**src/rtl/neuron_result_reader.sv**
```systemverilog
// -----------------------------------------------------------------------------
// neuron_result_reader
//
// Drains a block of neuron values from the read port of the neuron RAM and
// delivers them to the host over a valid/ready stream. While the values pass
// through, it keeps the signed maximum and the index of the beat that first
// reached it, so the winning class is ready when the drain completes.
//
// Ports
//   clk           system clock, all logic on the rising edge
//   reset         synchronous active-low reset
//   start         one-cycle drain request, ignored while busy
//   base_addr     first RAM address, captured on an accepted start
//   count         number of neurons to read (0 allowed), captured on start
//   rd_en         RAM read strobe
//   rd_addr       RAM read address, wraps modulo 2^ADDR_W
//   rd_data       RAM read data, valid the cycle after rd_en
//   out_valid     stream beat valid
//   out_ready     downstream accepts the beat
//   out_data      neuron value of the current beat
//   out_index     beat number 0..count-1 (not the RAM address)
//   out_last      current beat is the final one
//   busy          drain in progress (RUN or FINISH)
//   done          one-cycle pulse when the drain finishes
//   argmax_index  beat index of the largest value seen
//   argmax_value  largest value seen, two's complement
// -----------------------------------------------------------------------------
module neuron_result_reader #(
    parameter int ADDR_W = 8,
    parameter int DATA_W = 8
) (
    input  logic              clk,
    input  logic              reset,
    input  logic              start,
    input  logic [ADDR_W-1:0] base_addr,
    input  logic [ADDR_W-1:0] count,
    output logic              rd_en,
    output logic [ADDR_W-1:0] rd_addr,
    input  logic [DATA_W-1:0] rd_data,
    output logic              out_valid,
    input  logic              out_ready,
    output logic [DATA_W-1:0] out_data,
    output logic [ADDR_W-1:0] out_index,
    output logic              out_last,
    output logic              busy,
    output logic              done,
    output logic [ADDR_W-1:0] argmax_index,
    output logic [DATA_W-1:0] argmax_value
);

    typedef enum logic [1:0] {
        ST_IDLE   = 2'd0,
        ST_RUN    = 2'd1,
        ST_FINISH = 2'd2
    } state_e;

    // Most negative two's complement value: the argmax starting point.
    localparam logic [DATA_W-1:0] MIN_VAL = {1'b1, {(DATA_W-1){1'b0}}};

    state_e            state_q, state_d;

    // Drain parameters captured on an accepted start.
    logic [ADDR_W-1:0] base_q, base_d;
    logic [ADDR_W-1:0] count_q, count_d;

    // issue_cnt counts RAM reads launched, beat_cnt counts beats delivered.
    logic [ADDR_W-1:0] issue_cnt_q, issue_cnt_d;
    logic [ADDR_W-1:0] beat_cnt_q, beat_cnt_d;

    // A read launched last cycle whose data is on rd_data this cycle.
    logic              inflight_q, inflight_d;

    // Two-entry FIFO between the RAM read port and the stream.
    logic [DATA_W-1:0] fifo_mem_q [2];
    logic              wr_ptr_q, wr_ptr_d;
    logic              rd_ptr_q, rd_ptr_d;
    logic [1:0]        occ_q, occ_d;

    logic [ADDR_W-1:0] amax_idx_q, amax_idx_d;
    logic [DATA_W-1:0] amax_val_q, amax_val_d;

    logic              start_acc;
    logic              push;
    logic              pop;
    logic              window_ok;
    logic              issue;
    logic              last_beat;
    logic              better;

    // -------------------------------------------------------------------------
    // Handshake and read-issue decode
    // -------------------------------------------------------------------------
    assign start_acc = (state_q == ST_IDLE) && start;

    // Data for the read launched last cycle is on rd_data now.
    assign push = inflight_q;

    // Valid depends only on registered state, never on out_ready.
    assign out_valid = (state_q == ST_RUN) && (occ_q != 2'd0);
    assign pop       = out_valid && out_ready;

    assign last_beat = (beat_cnt_q == (count_q - ADDR_W'(1)));

    // Entries held or owed (FIFO + in-flight), less the one leaving this
    // cycle, must stay below the FIFO depth for a new read to be safe.
    // Written as occ + inflight < 2 + pop so the sum never underflows.
    assign window_ok = (({1'b0, occ_q} + {2'b00, inflight_q}) < (3'd2 + {2'b00, pop}));

    assign issue   = (state_q == ST_RUN) && (issue_cnt_q < count_q) && window_ok;
    assign rd_en   = issue;
    assign rd_addr = base_q + issue_cnt_q;   // wraps naturally at 2^ADDR_W

    // Payload is forced to zero while no beat is presented, so the outputs
    // read 0 out of reset even though the FIFO storage itself is not reset.
    assign out_data  = out_valid ? fifo_mem_q[rd_ptr_q] : '0;
    assign out_index = out_valid ? beat_cnt_q : '0;
    assign out_last  = out_valid && last_beat;

    // Strict compare: an equal value later in the stream never displaces
    // an earlier one, so ties resolve to the lowest index.
    assign better = ($signed(out_data) > $signed(amax_val_q));

    assign busy         = (state_q != ST_IDLE);
    assign done         = (state_q == ST_FINISH);
    assign argmax_index = amax_idx_q;
    assign argmax_value = amax_val_q;

    // -------------------------------------------------------------------------
    // FSM next state
    // -------------------------------------------------------------------------
    // NOTE: every variable driven here gets a default before any branch, so
    // no path leaves it unassigned and no latch is inferred.
    always_comb begin
        state_d = state_q;
        case (state_q)
            ST_IDLE: begin
                if (start) begin
                    state_d = (count == '0) ? ST_FINISH : ST_RUN;
                end
            end
            ST_RUN: begin
                if (pop && last_beat) begin
                    state_d = ST_FINISH;
                end
            end
            ST_FINISH: begin
                state_d = ST_IDLE;
            end
            default: begin
                state_d = ST_IDLE;
            end
        endcase
    end

    // -------------------------------------------------------------------------
    // Datapath next state
    // -------------------------------------------------------------------------
    always_comb begin
        base_d      = base_q;
        count_d     = count_q;
        issue_cnt_d = issue_cnt_q;
        beat_cnt_d  = beat_cnt_q;
        inflight_d  = issue;
        wr_ptr_d    = wr_ptr_q;
        rd_ptr_d    = rd_ptr_q;
        occ_d       = occ_q;
        amax_idx_d  = amax_idx_q;
        amax_val_d  = amax_val_q;

        if (push) begin
            wr_ptr_d = ~wr_ptr_q;
        end
        if (pop) begin
            rd_ptr_d = ~rd_ptr_q;
        end

        case ({push, pop})
            2'b10:   occ_d = occ_q + 2'd1;
            2'b01:   occ_d = occ_q - 2'd1;
            default: occ_d = occ_q;
        endcase

        if (issue) begin
            issue_cnt_d = issue_cnt_q + ADDR_W'(1);
        end

        if (pop) begin
            beat_cnt_d = beat_cnt_q + ADDR_W'(1);
            if (better) begin
                amax_idx_d = beat_cnt_q;
                amax_val_d = out_data;
            end
        end

        // Only reachable in IDLE, where no read, push or pop is active, so
        // these overrides never collide with the updates above.
        if (start_acc) begin
            base_d      = base_addr;
            count_d     = count;
            issue_cnt_d = '0;
            beat_cnt_d  = '0;
            amax_idx_d  = '0;
            amax_val_d  = MIN_VAL;
        end
    end

    // -------------------------------------------------------------------------
    // State registers
    // -------------------------------------------------------------------------
    // NOTE: sequential state uses non-blocking assignments so every register
    // samples the values from before the edge, independent of block order.
    always_ff @(posedge clk) begin
        if (!reset) begin
            state_q     <= ST_IDLE;
            base_q      <= '0;
            count_q     <= '0;
            issue_cnt_q <= '0;
            beat_cnt_q  <= '0;
            inflight_q  <= 1'b0;
            wr_ptr_q    <= 1'b0;
            rd_ptr_q    <= 1'b0;
            occ_q       <= '0;
            amax_idx_q  <= '0;
            amax_val_q  <= '0;
        end else begin
            state_q     <= state_d;
            base_q      <= base_d;
            count_q     <= count_d;
            issue_cnt_q <= issue_cnt_d;
            beat_cnt_q  <= beat_cnt_d;
            inflight_q  <= inflight_d;
            wr_ptr_q    <= wr_ptr_d;
            rd_ptr_q    <= rd_ptr_d;
            occ_q       <= occ_d;
            amax_idx_q  <= amax_idx_d;
            amax_val_q  <= amax_val_d;
        end
    end

    // NOTE: the FIFO storage is deliberately left without reset; clearing
    // occ/pointers already empties it, and stale entries are never visible
    // because the payload is masked while out_valid is low.
    always_ff @(posedge clk) begin
        if (push) begin
            fifo_mem_q[wr_ptr_q] <= rd_data;
        end
    end

endmodule
```
**config.mk**
```make
export PLATFORM = sky130hd
export DESIGN_NAME = neuron_result_reader
export DESIGN_NICKNAME = d
export VERILOG_FILES = /design/src/rtl/neuron_result_reader.sv
export SDC_FILE = /design/constraint.sdc
export NUM_CORES = 1
export LEC_CHECK = 0
export ABC_AREA = 1
export CORE_MARGIN = 2
export CORE_UTILIZATION = 45
export CTS_CLUSTER_SIZE = 12
export DETAILED_ROUTE_END_ITERATION = 8
export DONT_BUFFER_PORTS = 1
export HOLD_SLACK_MARGIN = 0.05
export SYNTH_ARGS = -nofsm -noshare
export SYNTH_HDL_FRONTEND = slang
export SYNTH_SLANG_ARGS = --single-unit
```
**constraint.sdc**
```tcl
create_clock -name clk -period 2.5 [get_ports clk]
set_input_delay 0.25 -clock clk [delete_from_list [all_inputs] [get_ports clk]]
set_output_delay 0.25 -clock clk [all_outputs]
set_load 0.01 [all_outputs]
```
## Word level (Yosys, flattened, before mapping)

Memory sizes are Yosys's and may differ from the RTL's. A register that Yosys moved wholly into a read port is not among the register bits.
Cells that the tools add are included.

- Register bits: 55
- RAM bits: 16
- Input port bits: 28
- Output and inout bits: 45
- Memories: 1

Memories:

| memory | words | width | rd ports | clocked after memory_dff | write ports | line | source |
|---|---|---|---|---|---|---|---|
| fifo_mem_q | 2 | 8 | 1 | 1 | 1 | 74 | `logic [DATA_W-1:0] fifo_mem_q [2];` |

- $add $sub $neg: 8
- Magnitude comparators: 3
- Equality and inequality tests: 7
- Muxes and demuxes: 14
- Bitwise gates (word level): 3
- Reductions and logical operators: 18

Operator list:

| operator | number |
|---|---|
| 8-bit two-way mux | 5 |
| 8-bit by 1-bit adder with 8-bit output (second input constant) | 2 |
| 2-bit nonzero test | 5 |
| 8-bit adder | 1 |
| 8-bit equality test | 1 |
| 8-bit > comparator | 1 |
| 8-bit logical NOT | 1 |
| 8-bit < comparator | 1 |
| 2-bit case mux with 2 select lines | 2 |
| 8-bit by 1-bit subtractor with 8-bit output (second input constant) | 1 |
| 1-bit logical AND | 7 |
| 2-bit two-way mux | 3 |
| 2-bit AND reduction | 3 |
| 2-bit by 1-bit equality test with 1-bit output (second input constant) | 2 |
| 2-bit equality test (second input constant) | 2 |
| 1-bit two-way mux | 4 |
| 2-bit by 1-bit adder with 3-bit output | 1 |
| 2-bit by 1-bit adder with 3-bit output (first input constant) | 1 |
| 3-bit < comparator | 1 |
| 1-bit NOT | 3 |
| 2-bit by 1-bit adder with 2-bit output (second input constant) | 1 |
| 2-bit logical NOT | 1 |
| 2-bit by 1-bit != test with 1-bit output (second input constant) | 1 |
| 2-bit != test (second input constant) | 1 |
| other kinds (2) | 2 |

## Logic depth before layout (Yosys ltp)

- Depth in word-level cells: 7
- Depth in mapped cells: 19
- Mapped depth without buffers: 18

## Worst setup path before layout

Ideal clock, no wire load.

- Kind: register to register
- Start: register occ_q[0]
- End: register amax_idx_q[4] (netlist: argmax_index[4])
- Arrival: 2.303 ns
- Required time: 2.381 ns
- Path slack: 0.078 ns
- Stages on the path, launching flop included: 17
- Path buffers: 1
- Clock period less this slack: 2.422 ns
- Cells stage by stage: dfxtp_1 inv_1 a21oi_4 clkinv_1 a21oi_1 ha_1 nand2_1 inv_1 nand2_1 nand2_1 nand2_1 nand2_1 nand2_1 nand3_2 buf_6 o21ai_0 a21oi_1

- Cells in the longest elaborated chain, start to end: 5

Ends and longest elaborated chain:

| element | line | source |
|---|---|---|
| from (decl) | 77 | `logic [1:0] occ_q, occ_d;` |
| from (signal assigned) | 222 | `occ_q <= '0;` |
| from (signal assigned) | 234 | `occ_q <= occ_d;` |
| 2-bit nonzero test | 99 | `assign out_valid = (state_q == ST_RUN) && (occ_q != 2'd0);` |
| 1-bit logical AND | 99 |  |
| via out_valid | 40 | `output logic out_valid,` |
| 8-bit two-way mux | 115 | `assign out_data = out_valid ? fifo_mem_q[rd_ptr_q] : '0;` |
| via out_data[3] | 42 | `output logic [DATA_W-1:0] out_data,` |
| 8-bit > comparator | 121 | `assign better = ($signed(out_data) > $signed(amax_val_q));` |
| 2-bit AND reduction (no line) | -- |  |
| to (signal assigned) | 235 | `amax_idx_q <= amax_idx_d;` |
| to (decl) | 79 | `logic [ADDR_W-1:0] amax_idx_q, amax_idx_d;` |

The timed path passes the listed nets, and every way through them passes these cells.
A chain may end at the register's enable or synchronous reset.

## Final worst setup path

- Start: register state_q[1]
- End: register amax_val_q[6] (netlist: argmax_value[6])

- Cells in the longest elaborated chain, start to end: 5

Ends and longest elaborated chain:

| element | line | source |
|---|---|---|
| from (decl) | 60 | `state_e state_q, state_d;` |
| from (signal assigned) | 226 | `state_q <= state_d;` |
| 2-bit by 1-bit equality test with 1-bit output | 99 |  |
| 1-bit logical AND | 99 |  |
| 8-bit two-way mux | 115 |  |
| 8-bit > comparator | 121 |  |
| 2-bit AND reduction (no line) | -- |  |
| to (signal assigned) | 236 | `amax_val_q <= amax_val_d;` |
| to (decl) | 80 | `logic [DATA_W-1:0] amax_val_q, amax_val_d;` |

Several ways; a longest one is shown, not always the timed one.

==> results by group <==
Run status
  – Outcome: finished clean

STA
  – RSZ-0062 raised after global routing: yes
  – WHS: 0.06313 ns
  – Part of the cycle the worst path needs: 0.9772
  – Worst-Margin Slew: 0.6767 ns
  – Hold violation total from the final report: 0
  – TNS Setup: 0 ns
  – Max Fclk: 409.3 MHz
  – Final setup viols: 0
  – Tmin final: 2.443 ns
  – Worst clock skew: 0.01198 ns
  – Slew Viols, Final: 0
  – Relative slew slack: 0.5472

Hold path
  – Hold WC Path Type: input pin to flop

Synthesis
  – #FFs+latches synth: 72
  – Mapped Nets: 560
  – Post-synthesis cell type count: 35
  – Area share of the largest cell type after synthesis: 0.2905
  – Syn Area/Cell: 7.671 µm²
  – YS warnings: 0
  – Ranking of synthesized cells by area: dfxtp_1 (29%), edfxtp_1 (12%), ha_1 (9.1%), nand2_1 (8.9%), a21oi_1 (7.8%)
  – Cells after Synth: 503
  – Area leader, netlist: dfxtp_1
  – Register area share after synthesis: 0.4150
  – Mapped Area: 3859 µm²

Clock network
  – Clock tree from TritonCTS: done
  – CTS max path bufs: 2
  – Worst-path clk slew: 0.08 ns
  – Cts bufs inserted: 9
  – CTS root buf: clkbuf_8
  – H-tree depth: 3
  – Sink Count: 72
  – Clock Latency Late Sink: 0.34 ns

GRT
  – Initial antenna violation count: 0
  – Global-route usage over all layers: 0.1971
  – Global-route wire length before repair: 14.92 mm
  – Grt total ovfl: 0
  – Vias in the first global route: 3135
  – Largest net degree at the start of global routing: 32

Place
  – DP HPWL: 6.652 mm
  – Cells after DPL: 612
  – Final Wtd Congestion: 0.8141
  – Dpl cell area: 4059 µm²
  – IO buf count: 0

Floorplan
  – IO Count: 73
  – Die width: 96.60 µm
  – FP Rows: 33
  – Starting density of the core: 0.4673
  – DIE AREA: 9332 µm²
  – Die Ht: 96.60 µm
  – CORE AREA: 8258 µm²

Pwr
  – Int Pwr: 2.081 mW
  – Net switching power: 0.7864 mW
  – Switching part of the total: 0.2742
  – Combinational Power Share: 0.156
  – Pwr Density: 602.4 nW/µm²
  – Clock power frac: 0.400
  – Lkg Pwr: 2.001 nW
  – Maximum vdd drop: 0.3323 mV
  – Reg power frac: 0.444

Worst setup path
  – Crit path max fanout: 8
  – Req. time, crit path: 2.74 ns
  – Crit path launch type: flop
  – Crit path arrival time: 2.68 ns
  – CP Capture Type: flop
  – Setup CP Type: flop to flop

Final layout
  – Ant. Diodes: 0
  – Design area: 4761 µm²
  – Final core utilization: 0.5765
  – Nets@finish: 600
  – Post-Layout Cell Count: 653
  – Layout area overhead: 23.38%
  – Layout cell share with drive strength beyond 1: 0.1624

Run
  – Max-Cap Viols: 0

Drt
  – Via/cell ratio: 5.147
  – 1st-pass router iterations: 4
  – Mean routed wirelength per cell: 14.34 µm
  – DRC: 0
  – Vias: 3361
  – Final wirelength: 9.363 mm
  – Final ANT Viol Nets: 0
  – Detailed router's first-iteration violation count: 103
## cell type report
type	instances	area (µm²)
Sequential cell	72	1605
Fill cell	772	3497
Clock buffer	9	123.9
Tap cell	105	131.4
Inverter	72	276.5
Multi-Input combinational cell	347	2098
Clock inverter	7	125.1
Timing Repair Buffer	41	400.4
## worst max-delay path, stage by stage, from the launching register on
cell	delay [ns]
dfxtp_2	0.34
inv_2	0.07
nand2_4	0.07
a21oi_4	0.15
clkinvlp_4	0.27
a21oi_4	0.25
ha_4	0.23
nand2_2	0.06
nand2_2	0.05
nand2_2	0.05
nand2_1	0.04
nand2_1	0.09
nand2_1	0.07
nand2_2	0.09
nand3_4	0.12
clkbuf_16	0.20
o21ai_2	0.12
a21oi_1	0.05
## flip-flops by register name, indices dropped and copies added, names as in the netlist, named ones only
signal	cells
fifo_mem_q	16
argmax_index	8
argmax_value	8
base_q	8
beat_cnt_q	8
count_q	8
issue_cnt_q	8
occ_q	2
state_q	2
inflight_q	1
rd_ptr_q	1
wr_ptr_q	1
## cells in the mapped netlist, drive strengths merged
cell	number
o211ai	1
edfxtp	16
dfxtp	56
nand3b	1
clkbuf	6
a21oi	62
buf	6
o21ai	44
ha	28
nor2	62
fa	1
nand4	4
inv	71
nor3b	1
clkinv	1
nor4	2
xnor2	7
nand3	21
nor3	3
xor2	14
nand2	94
or2	2
## kinds of logic after synthesis
group / Yosys count / synth area share
and+or+nand+nor: 190 / 0.2098
AOI/OAI and AO/OA: 107 / 0.1443
xor gates and xnor gates: 21 / 0.04767
buffers and inverters: 84 / 0.08722
DFF: 72 / 0.4150
adders and majority gates: 29 / 0.09598
## placed cells by master, fill, tap and decap left out, types with 2 or more instances in the layout
cell type,synthesis,final
nor3_1,3,3
a21oi_2,1,6
inv_1,68,66
nand2_1,91,85
clkbuf_8,0,9
or2_2,2,2
nor4_1,2,2
o21ai_2,1,9
a21oi_4,1,4
dfxtp_2,0,3
dlygate4sd3_1,0,18
nand3_2,1,2
dfxtp_1,56,53
inv_6,0,3
inv_2,2,4
xnor2_1,7,6
bufinv_16,0,3
nor2_1,59,58
nand2_4,1,4
nand4_1,4,4
nand2_2,2,5
ha_4,0,3
o21ai_0,39,30
ha_1,28,25
a21oi_1,60,52
nor2_2,2,3
edfxtp_1,16,16
xor2_1,14,14
o21ai_1,4,5
buf_4,0,20
nand3_1,20,18
clkbuf_16,0,2
## stage by stage
| stage | power [mW] | setup WS (ns) |
|---|---|---|
| CTS | 2.856 | 0.05522 |
| global placement | 1.675 | 0.1476 |
| floorplan | 1.593 | 0.07780 |
| detailed placement | 1.683 | 0.06967 |
| finish | 2.868 | 0.05695 |
| global route | 3.020 | -0.1210 |
## layer usage
metal,global-route usage,share of wire,vias up
li1,-,-,1721
met3,0.04046,0.036,11
met1,0.2514,0.47,1565
met5,0,0,-
met2,0.3291,0.49,64
met4,0.07476,0.012,0
## power groups by stage
stage / combinational, mW / sequential, mW / clock [mW]
global route: 0.508 / 1.28 / 1.23
detailed placement: 0.384 / 1.30 / 0
finish: 0.449 / 1.27 / 1.15
CTS: 0.413 / 1.27 / 1.17
floorplan: 0.304 / 1.29 / 0
global placement: 0.377 / 1.30 / 0
## path summary, 6_finish.rpt
kind	startpoint	to	slack, ns	cells past startpoint
worst max register to register	state_q[1]	argmax_value[6]	0.06	17
worst min-delay path	reset	count_q[3]	0.06	2
worst min register to register	argmax_index[3]	argmax_index[3]	0.49	2
worst max-delay path	state_q[1]	argmax_value[6]	0.06	17
## repair_timing
item	4_1_cts	5_1_grt
hold buffers	18	0
gates resized for setup	0	51
buffers inserted	0	5
hold endpoints to repair	28	0
setup endpoints to repair	0	17
No activity file was read; power rests on OpenSTA's default activity.
